===== config.mk =====
export PLATFORM = sky130hd
export DESIGN_NAME = ripple_adder_seq
export DESIGN_NICKNAME = d
export VERILOG_FILES = /design/src/rtl/ripple_adder_seq.sv
export SDC_FILE = /design/constraint.sdc
export NUM_CORES = 1
export LEC_CHECK = 0
export BUFFER_PORTS_ARGS = -buffer_cell sky130_fd_sc_hd__buf_2
export CAP_MARGIN = 20
export CORE_MARGIN = 1
export CORE_UTILIZATION = 38
export DETAILED_ROUTE_END_ITERATION = 6
export HOLD_SLACK_MARGIN = 0.12
export PLACE_DENSITY = 0.63
export SKIP_CTS_REPAIR_TIMING = 1
export SLEW_MARGIN = 15
export SYNTH_ARGS = -nofsm -noshare
export SYNTH_HDL_FRONTEND = slang
export SYNTH_SLANG_ARGS = --single-unit

===== constraint.sdc =====
create_clock -name clk -period 3.2 [get_ports clk]
set_input_delay 0.64 -clock clk [delete_from_list [all_inputs] [get_ports clk]]
set_output_delay 0.64 -clock clk [all_outputs]
set_load 0.03 [all_outputs]

===== src/rtl/ripple_adder_seq.sv =====
`default_nettype none
// ============================================================================
// Module   : ripple_adder_seq
// Purpose  : Word-serial wide adder. A WORDS*DATA_WIDTH-bit add request is
//            processed one DATA_WIDTH slice per cycle through a single shared
//            adder, with the inter-slice carry held in a register.
// Ports    : clk      - clock, rising edge
//            rst      - asynchronous active-high reset
//            in_a     - operand A (W bits), sampled on accept
//            in_b     - operand B (W bits), sampled on accept
//            in_ci    - carry-in, sampled on accept
//            in_vld   - request valid
//            in_rd    - ready to accept (IDLE and not in reset)
//            out_s    - registered sum mod 2^W
//            out_co   - registered final carry-out
//            out_vld  - result valid
//            out_rd   - consumer ready
//            busy     - operation in progress or result pending
// Revision : 1.0 - initial release
// ============================================================================
module ripple_adder_seq #(
    parameter int DATA_WIDTH = 4,
    parameter int WORDS      = 4
) (
    input  logic                        clk,
    input  logic                        rst,
    input  logic [DATA_WIDTH*WORDS-1:0] in_a,
    input  logic [DATA_WIDTH*WORDS-1:0] in_b,
    input  logic                        in_ci,
    input  logic                        in_vld,
    output logic                        in_rd,
    output logic [DATA_WIDTH*WORDS-1:0] out_s,
    output logic                        out_co,
    output logic                        out_vld,
    input  logic                        out_rd,
    output logic                        busy
);

    localparam int c_W     = DATA_WIDTH * WORDS;
    localparam int c_IDX_W = (WORDS > 1) ? $clog2(WORDS) : 1;

    localparam logic [c_IDX_W-1:0] c_IDX_LAST = c_IDX_W'(WORDS - 1);
    localparam logic [c_IDX_W-1:0] c_IDX_ONE  = c_IDX_W'(1);

    localparam logic [1:0] c_IDLE = 2'd0;
    localparam logic [1:0] c_RUN  = 2'd1;
    localparam logic [1:0] c_DONE = 2'd2;

    logic [1:0]            r_state;
    logic [c_IDX_W-1:0]    r_idx;
    logic                  r_carry;
    logic [c_W-1:0]        r_a;
    logic [c_W-1:0]        r_b;

    logic [DATA_WIDTH-1:0] w_a_slice;
    logic [DATA_WIDTH-1:0] w_b_slice;
    logic [DATA_WIDTH:0]   w_sum_ext;
    logic                  w_last;

    // Slice selection is a decoded mux over constant part-selects, so the
    // index never produces an out-of-range select even for odd WORDS.
    always_comb begin
        w_a_slice = '0;
        w_b_slice = '0;
        for (int k = 0; k < WORDS; k++) begin
            if (r_idx == c_IDX_W'(k)) begin
                w_a_slice = r_a[k*DATA_WIDTH +: DATA_WIDTH];
                w_b_slice = r_b[k*DATA_WIDTH +: DATA_WIDTH];
            end
        end
    end

    // The shared slice adder: one extra bit carries out to the next slice.
    assign w_sum_ext = {1'b0, w_a_slice} + {1'b0, w_b_slice}
                     + {{DATA_WIDTH{1'b0}}, r_carry};
    assign w_last    = (r_idx == c_IDX_LAST);

    assign in_rd = (r_state == c_IDLE) && !rst;
    assign busy  = (r_state == c_RUN) || (r_state == c_DONE);

    always_ff @(posedge clk or posedge rst) begin
        if (rst) begin
            r_state <= c_IDLE;
            r_idx   <= '0;
            r_carry <= 1'b0;
            r_a     <= '0;
            r_b     <= '0;
            out_s   <= '0;
            out_co  <= 1'b0;
            out_vld <= 1'b0;
        end else begin
            case (r_state)
                c_IDLE: begin
                    if (in_vld) begin
                        r_a     <= in_a;
                        r_b     <= in_b;
                        r_carry <= in_ci;
                        r_idx   <= '0;
                        r_state <= c_RUN;
                    end
                end
                c_RUN: begin
                    for (int k = 0; k < WORDS; k++) begin
                        if (r_idx == c_IDX_W'(k)) begin
                            out_s[k*DATA_WIDTH +: DATA_WIDTH] <= w_sum_ext[DATA_WIDTH-1:0];
                        end
                    end
                    r_carry <= w_sum_ext[DATA_WIDTH];
                    if (w_last) begin
                        // Index returns to zero instead of stepping past the
                        // last slice, keeping it within 0..WORDS-1.
                        out_co  <= w_sum_ext[DATA_WIDTH];
                        out_vld <= 1'b1;
                        r_idx   <= '0;
                        r_state <= c_DONE;
                    end else begin
                        r_idx   <= r_idx + c_IDX_ONE;
                    end
                end
                c_DONE: begin
                    if (out_rd) begin
                        out_vld <= 1'b0;
                        r_state <= c_IDLE;
                    end
                end
                default: begin
                    r_state <= c_IDLE;
                end
            endcase
        end
    end

endmodule
`default_nettype wire

# --- Word-level counts from Yosys, hierarchy flattened ---
# Index checks and enable logic that the tools add are counted.
word_totals:
  reg_bits: 55
  input_bits: 37
  out_inout_bits: 20
  elab_cells: 57
op_classes:
  addsub: 3
  n_eq_ne: 8
  muxes: 20
  n_reduce_logical: 15
ops:
  columns: ["cell", "n"]
  rows:
  - ["$mux W4", 8]
  - ["$reduce_and A2 Y1", 6]
  - ["$mux W2", 5]
  - ["$eq A2 B2 Y1 const B", 3]
  - ["$ne A2 B2 Y1 const B", 3]
  - ["$pmux W2 S3", 1]
  - ["$reduce_and A3 Y1", 2]
  - ["$add A4 B4 Y5", 1]
  - ["$add A5 B1 Y5", 1]
  - ["$eq A2 B1 Y1 const B", 2]
  - ["$logic_not A2 Y1", 2]
  - ["$pmux W1 S2", 2]
  - ["$pmux W2 S2", 1]
  - ["$reduce_bool A2 Y1", 2]
  - ["$mux W1", 3]
  - ["$add A2 B1 Y2 const B", 1]
  - ["$logic_and A1 B1 Y1", 1]
  - ["$logic_not A1 Y1", 1]
  - ["$logic_or A1 B1 Y1", 1]

# --- Depth between registers and ports, before layout ---
depth:
  word_depth: 8
  mapped_depth: 12
  depth_no_buf: 11

# --- Least setup slack after synthesis ---
# No wires, ideal clock.
synth_path:
  path_type: "register to register"
  start: "register r_idx[0]"
  end: "register out_s[3]"
  setup_ps: 69
  arrival_time_ps: 2582
  required_ps: 3131
  setup_slack_ps: 549
  path_stages_with_launch: 11
  path_buffers: 1
  synth_period_minus_slack_ps: 2651
  cell_sequence: "dfrtp_1 > inv_1 > ha_1 > nor2b_1 > clkbuf_1 > a221oi_1 > o31ai_1 > ha_1 > nor2b_1 > or4_1 > nand3_1"
synth_via:
  elab_chain_cells: 7
  word_cells_on_any_way: 15
  cone_classes: "2 x add/sub; 3 x eq/ne; 8 x mux; 2 x reduce/logical"
synth_lines:
  columns: ["element", "line", "rtl"]
  rows:
  - ["start, declared", "50", "logic [c_IDX_W-1:0] r_idx;"]
  - ["start signal, assigned", "117", "r_idx <= r_idx + c_IDX_ONE;"]
  - ["$logic_not A2 Y1", "66, 104", null]
  - ["$mux W4 (4 in a row)", "66", "if (r_idx == c_IDX_W'(k)) begin"]
  - ["$add A4 B4 Y5", "74", "assign w_sum_ext = {1'b0, w_a_slice} + {1'b0, w_b_slice}"]
  - ["$add A5 B1 Y5", "75", "+ {{DATA_WIDTH{1'b0}}, r_carry};"]
  - ["end signal, assigned by index", "105", "out_s[k*DATA_WIDTH +: DATA_WIDTH] <= w_sum_ext[DATA_WIDTH-1:0];"]
  - ["end, declared", "32", "output logic [DATA_WIDTH*WORDS-1:0] out_s,"]
# Parallel ways exist; a longest one is shown, timed or not.
# A chain may end at the register's enable or synchronous reset.

# --- Final worst setup path ---
layout_path:
  start: "register r_idx[0]"
  end: "register out_s[7]"
layout_via:
  elab_chain_cells: 7
  word_cells_on_any_way: 15
  cone_classes: "2 x add/sub; 3 x eq/ne; 8 x mux; 2 x reduce/logical"
layout_lines:
  columns: ["element", "line"]
  rows:
  - ["$logic_not A2 Y1", "66"]
  - ["$mux W4 (4 in a row)", "66"]
  - ["$add A4 B4 Y5", "74"]
  - ["$add A5 B1 Y5", "75"]
# Parallel ways exist; a longest one is shown, timed or not.

==> flow_summary.html <==
<table>
<tr><th>Metric</th><th>Value</th></tr>
<tr><th colspan="2">Worst hold path</th></tr>
<tr><td>Worst min-delay path startpoint</td><td>out_s[8]</td></tr>
<tr><td>Hold worst-path end</td><td>out_s[8]</td></tr>
<tr><td>Cells on Worst Hold Path</td><td>2</td></tr>
<tr><td>Type of the tightest min-delay check</td><td>flip-flop to flip-flop</td></tr>
<tr><th colspan="2">Synth</th></tr>
<tr><td>Net Count, Synth</td><td>roughly 280</td></tr>
<tr><td>Most frequent cells after synthesis</td><td>55 x sky130_fd_sc_hd__dfrtp_1, 37 x sky130_fd_sc_hd__mux2_2, 19 x sky130_fd_sc_hd__nand2_1, 12 x sky130_fd_sc_hd__inv_1, 12 x sky130_fd_sc_hd__o21ai_0</td></tr>
<tr><td>Gate count of the mapped netlist</td><td>~230</td></tr>
<tr><td>Warning count from the yosys run</td><td>0</td></tr>
<tr><td>Most frequent cell after synthesis</td><td>sky130_fd_sc_hd__dfrtp_1</td></tr>
<tr><td>Proportion of synthesized chip area in sequential cells</td><td>0.5039</td></tr>
<tr><td>Primary FF master, synth</td><td>sky130_fd_sc_hd__dfrtp_1</td></tr>
<tr><td>Area of the mapped netlist</td><td>2731 um2</td></tr>
<tr><td>Post-synth EDFFs</td><td>0</td></tr>
<tr><td>Seq cells post-synth</td><td>55</td></tr>
<tr><td>Synth cell types</td><td>29</td></tr>
<tr><td>Synth area leaders</td><td>sky130_fd_sc_hd__dfrtp_1 50%, sky130_fd_sc_hd__mux2_2 15%, sky130_fd_sc_hd__ha_1 4.6%</td></tr>
<tr><td>Share of the synthesized area in the top cell type</td><td>0.5039</td></tr>
<tr><td>Mean Syn Cell Area</td><td>~12 um2</td></tr>
<tr><td>Ys async rst share</td><td>1.000</td></tr>
<tr><td>Largest area contributor in the synthesized netlist</td><td>sky130_fd_sc_hd__dfrtp_1</td></tr>
<tr><th colspan="2">Die</th></tr>
<tr><td>Initial core utilization</td><td>0.3976</td></tr>
<tr><td>Core Area</td><td>~6900 um2</td></tr>
<tr><td>X dimension of the die</td><td>~87 um</td></tr>
<tr><td>Die area</td><td>about 7500 um2</td></tr>
<tr><td>Number of rows in the core area</td><td>30</td></tr>
<tr><td>Die height</td><td>86.78 um</td></tr>
<tr><td>Boundary pin count</td><td>57</td></tr>
<tr><th colspan="2">GRT</th></tr>
<tr><td>Antenna violations before repair</td><td>0</td></tr>
<tr><td>Number of global-route vias before repair</td><td>approximately 1900</td></tr>
<tr><td>Total gr overflow</td><td>0</td></tr>
<tr><td>Total global routing track utilization</td><td>0.1654</td></tr>
<tr><td>Maximum number of pins on one net before global-route repair</td><td>56</td></tr>
<tr><td>Wire length of the first global-routing pass</td><td>approximately 9.6 mm</td></tr>
<tr><th colspan="2">Layout</th></tr>
<tr><td>Total non-filler cell area in the finished layout</td><td>~3200 um2</td></tr>
<tr><td>Synthesis-to-finish area growth</td><td>18.92%</td></tr>
<tr><td>Fill count</td><td>640</td></tr>
<tr><td>Antenna Diode Count</td><td>0</td></tr>
<tr><td>Fraction of the core area covered by cells at the end of the flow</td><td>0.4729</td></tr>
<tr><td>Total number of nets in the final design</td><td>341</td></tr>
<tr><td>Share of post-route cells with drive strength above 1</td><td>0.3959</td></tr>
<tr><th colspan="2">Timing</th></tr>
<tr><td>RSZ-0062 raised after global routing</td><td>no</td></tr>
<tr><td>Min cycle time layout</td><td>a little under 3 ns</td></tr>
<tr><td>Tightest hold margin</td><td>0.4815 ns</td></tr>
<tr><td>Final hold vios</td><td>0</td></tr>
<tr><td>Final max-slew violation count</td><td>0</td></tr>
<tr><td>Worst Tran Pin Value</td><td>0.6849 ns</td></tr>
<tr><td>Final-report setup violation count</td><td>0</td></tr>
<tr><td>Fin crit share</td><td>0.9091</td></tr>
<tr><td>Achievable frequency</td><td>between 300 and 400 MHz</td></tr>
<tr><td>Worst slew margin</td><td>0.5434</td></tr>
<tr><td>Worst clock skew</td><td>slightly above 0.006 ns</td></tr>
<tr><td>Setup TNS Final</td><td>0 ns</td></tr>
<tr><th colspan="2">Critical path</th></tr>
<tr><td>Required arrival time at the worst endpoint</td><td>about 3.5 ns</td></tr>
<tr><td>R2R setup slack</td><td>~0.29 ns</td></tr>
<tr><td>R2R Path Start</td><td>r_idx[0]</td></tr>
<tr><td>RR Endpoint</td><td>out_s[7]</td></tr>
<tr><td>Worst stage delay on the critical path</td><td>between 0.5 and 0.6 ns</td></tr>
<tr><td>WP buf/inv</td><td>2</td></tr>
<tr><td>Worst-path cell with the longest stage delay</td><td>sky130_fd_sc_hd__or4_1</td></tr>
<tr><td>Critical path peak fanout</td><td>8</td></tr>
<tr><td>Cells traversed along the worst timing path</td><td>inv_1 -&gt; ha_1 -&gt; nor2b_1 -&gt; buf_4 -&gt; a221oi_1 -&gt; o31ai_1 -&gt; ha_1 -&gt; nor2b_1 -&gt; or4_1 -&gt; nand3_1</td></tr>
<tr><td>Depth of the worst register-to-register path</td><td>10</td></tr>
<tr><td>Data arrival time of the worst path</td><td>around 3.2 ns</td></tr>
<tr><td>Class of the most critical setup path</td><td>flip-flop to flip-flop</td></tr>
<tr><td>Worst setup EP type</td><td>flip-flop</td></tr>
<tr><td>Critical path startpoint category</td><td>flip-flop</td></tr>
<tr><td>Top delay family on crit path</td><td>simple AND/OR/NAND/NOR gates</td></tr>
<tr><th colspan="2">Outcome</th></tr>
<tr><td>Outcome</td><td>complete, no violations</td></tr>
<tr><th colspan="2">Placement</th></tr>
<tr><td>Input/output buffers</td><td>between 50 and 60</td></tr>
<tr><td>DPL Wire Length</td><td>about 4.2 mm</td></tr>
<tr><td>Placed instance area</td><td>roughly 3100 um2</td></tr>
<tr><td>Last weighted congestion value of the routability-driven placer</td><td>0.7789</td></tr>
<tr><th colspan="2">Clocking</th></tr>
<tr><td>Max H-tree Level</td><td>2</td></tr>
<tr><td>Max clock buf depth</td><td>2</td></tr>
<tr><td>CTS tree</td><td>yes</td></tr>
<tr><td>Number of buffers created by CTS</td><td>5</td></tr>
<tr><td>Insertion delay to the later sink of the worst-skew pair</td><td>~0.30 ns</td></tr>
<tr><td>Clock tree root buffer cell</td><td>sky130_fd_sc_hd__clkbuf_8</td></tr>
<tr><td>Clock-pin slew on the worst setup and hold paths</td><td>roughly 0.10 ns</td></tr>
<tr><td>TritonCTS sink count</td><td>55</td></tr>
<tr><th colspan="2">Route</th></tr>
<tr><td>Final wirelength</td><td>roughly 5.8 mm</td></tr>
<tr><td>Total DRC errors in the routed layout</td><td>0</td></tr>
<tr><td>DRC marker count from the first detailed-route iteration</td><td>120</td></tr>
<tr><td>Via count</td><td>just over 2000</td></tr>
<tr><td>Wire length per cell</td><td>14.93 um</td></tr>
<tr><td>Average vias per placed instance</td><td>between 5 and 6</td></tr>
<tr><td>Remaining antenna violation count</td><td>0</td></tr>
<tr><td>DRT Pass-1 Iters</td><td>4</td></tr>
<tr><th colspan="2">Power and ir drop</th></tr>
<tr><td>Standby leakage power</td><td>around 0.0015 uW</td></tr>
<tr><td>Cell area power density</td><td>roughly 1200 nW/um2</td></tr>
<tr><td>Total power draw</td><td>about 4000 uW</td></tr>
<tr><td>IR drop worst, VDD</td><td>~0.54 mV</td></tr>
<tr><th colspan="2">Run</th></tr>
<tr><td>Max-cap violation count</td><td>0</td></tr>
</table>
-- worst reg2reg max path, delay by kind of cell, from the launching register on --
family | cells | cell delay, ns
compound gates | 2 | 0.53
fa+ha+maj | 2 | 0.58
buf+inv | 2 | 0.28
flops | 1 | 0.43
simple gates | 4 | 1.05
-- final cells by class --
type,instances,area (um2),area share
Multi-Input combinational cell,154,1249,0.3844
Sequential cell,55,1376,0.4237
Tap cell,96,120.1,0.03698
Clock buffer,6,82.58,0.02542
Timing Repair Buffer,64,340.3,0.1048
Inverter,12,45.04,0.01387
Clock inverter,2,35.03,0.01079
-- per-layer routing --
layer / vias up / global-route usage / part of all wire
li1: 968 / - / -
met1: 984 / 0.2314 / 0.47
met2: 56 / 0.2656 / 0.48
met3: 8 / 0.02476 / 0.038
met4: 0 / 0.05000 / 0.012
met5: - / 0 / 0
-- where the power goes --
group | leakage (uW) | total (uW) | internal, uW | switching, uW
Clock | 0.0000612 | 476 | 253 | 223
Combinational | 0.000780 | 2320 | 974 | 1340
Sequential | 0.000660 | 1240 | 1040 | 197
-- flip-flops by register name (all words and copies together), names as in the netlist --
register and flops:
r_a 16, r_state 2, r_b 16, out_vld 1, r_carry 1, out_s 16, r_idx 2, out_co 1
-- through the flow --
stage                     instances  setup slack (ns)
final                           389            0.2908
after floorplan                 234            0.5489
after global placement          381            0.4088
after CTS                       389            0.3003
after detailed placement        381            0.3617
after global routing            389           0.05454
-- placed cells by master, fill, tap and decap left out, drive strengths merged, types with 2 or more instances in the layout --
cell type,count
clkbuf,6
nor2,3
o31ai,5
ha,10
a22oi,2
a21bo,4
nand2b,5
nand4b,4
a221oi,5
nand2,21
fa,2
a221o,2
o2111ai,4
o21ai,12
a21oi,6
nand3,6
nor2b,8
or4,4
a31oi,5
o311a,4
a22o,2
dfrtp,55
inv,12
mux2,37
buf,64
-- kinds of logic (layout without fill, tap and decap cells) --
logic type | Yosys count | after routing | synth area share
AO/OA/AOI/OAI | 53 | 53 | 0.1416
buffers and inverters | 25 | 84 | 0.03894
flip-flops | 55 | 55 | 0.5039
multiplexers | 37 | 37 | 0.1525
XOR/XNOR | 1 | 1 | 0.003207
adder cells (fa/ha/maj) | 12 | 12 | 0.06047
AND/OR/NAND/NOR | 51 | 51 | 0.09940
-- worst max-delay path by stage --
stage               startpoint        to  slack, ns  cells past startpoint
finish                r_idx[0]  out_s[7]       0.29                     10
global placement      r_idx[0]  out_s[7]       0.41                     10
global route          r_idx[0]  out_s[7]       0.05                     10
detailed placement    r_idx[0]  out_s[2]       0.36                     11
CTS                   r_idx[0]  out_s[7]       0.30                     10
floorplan             r_idx[0]  out_s[3]       0.55                     10
Power figures use the tool's default switching activity.
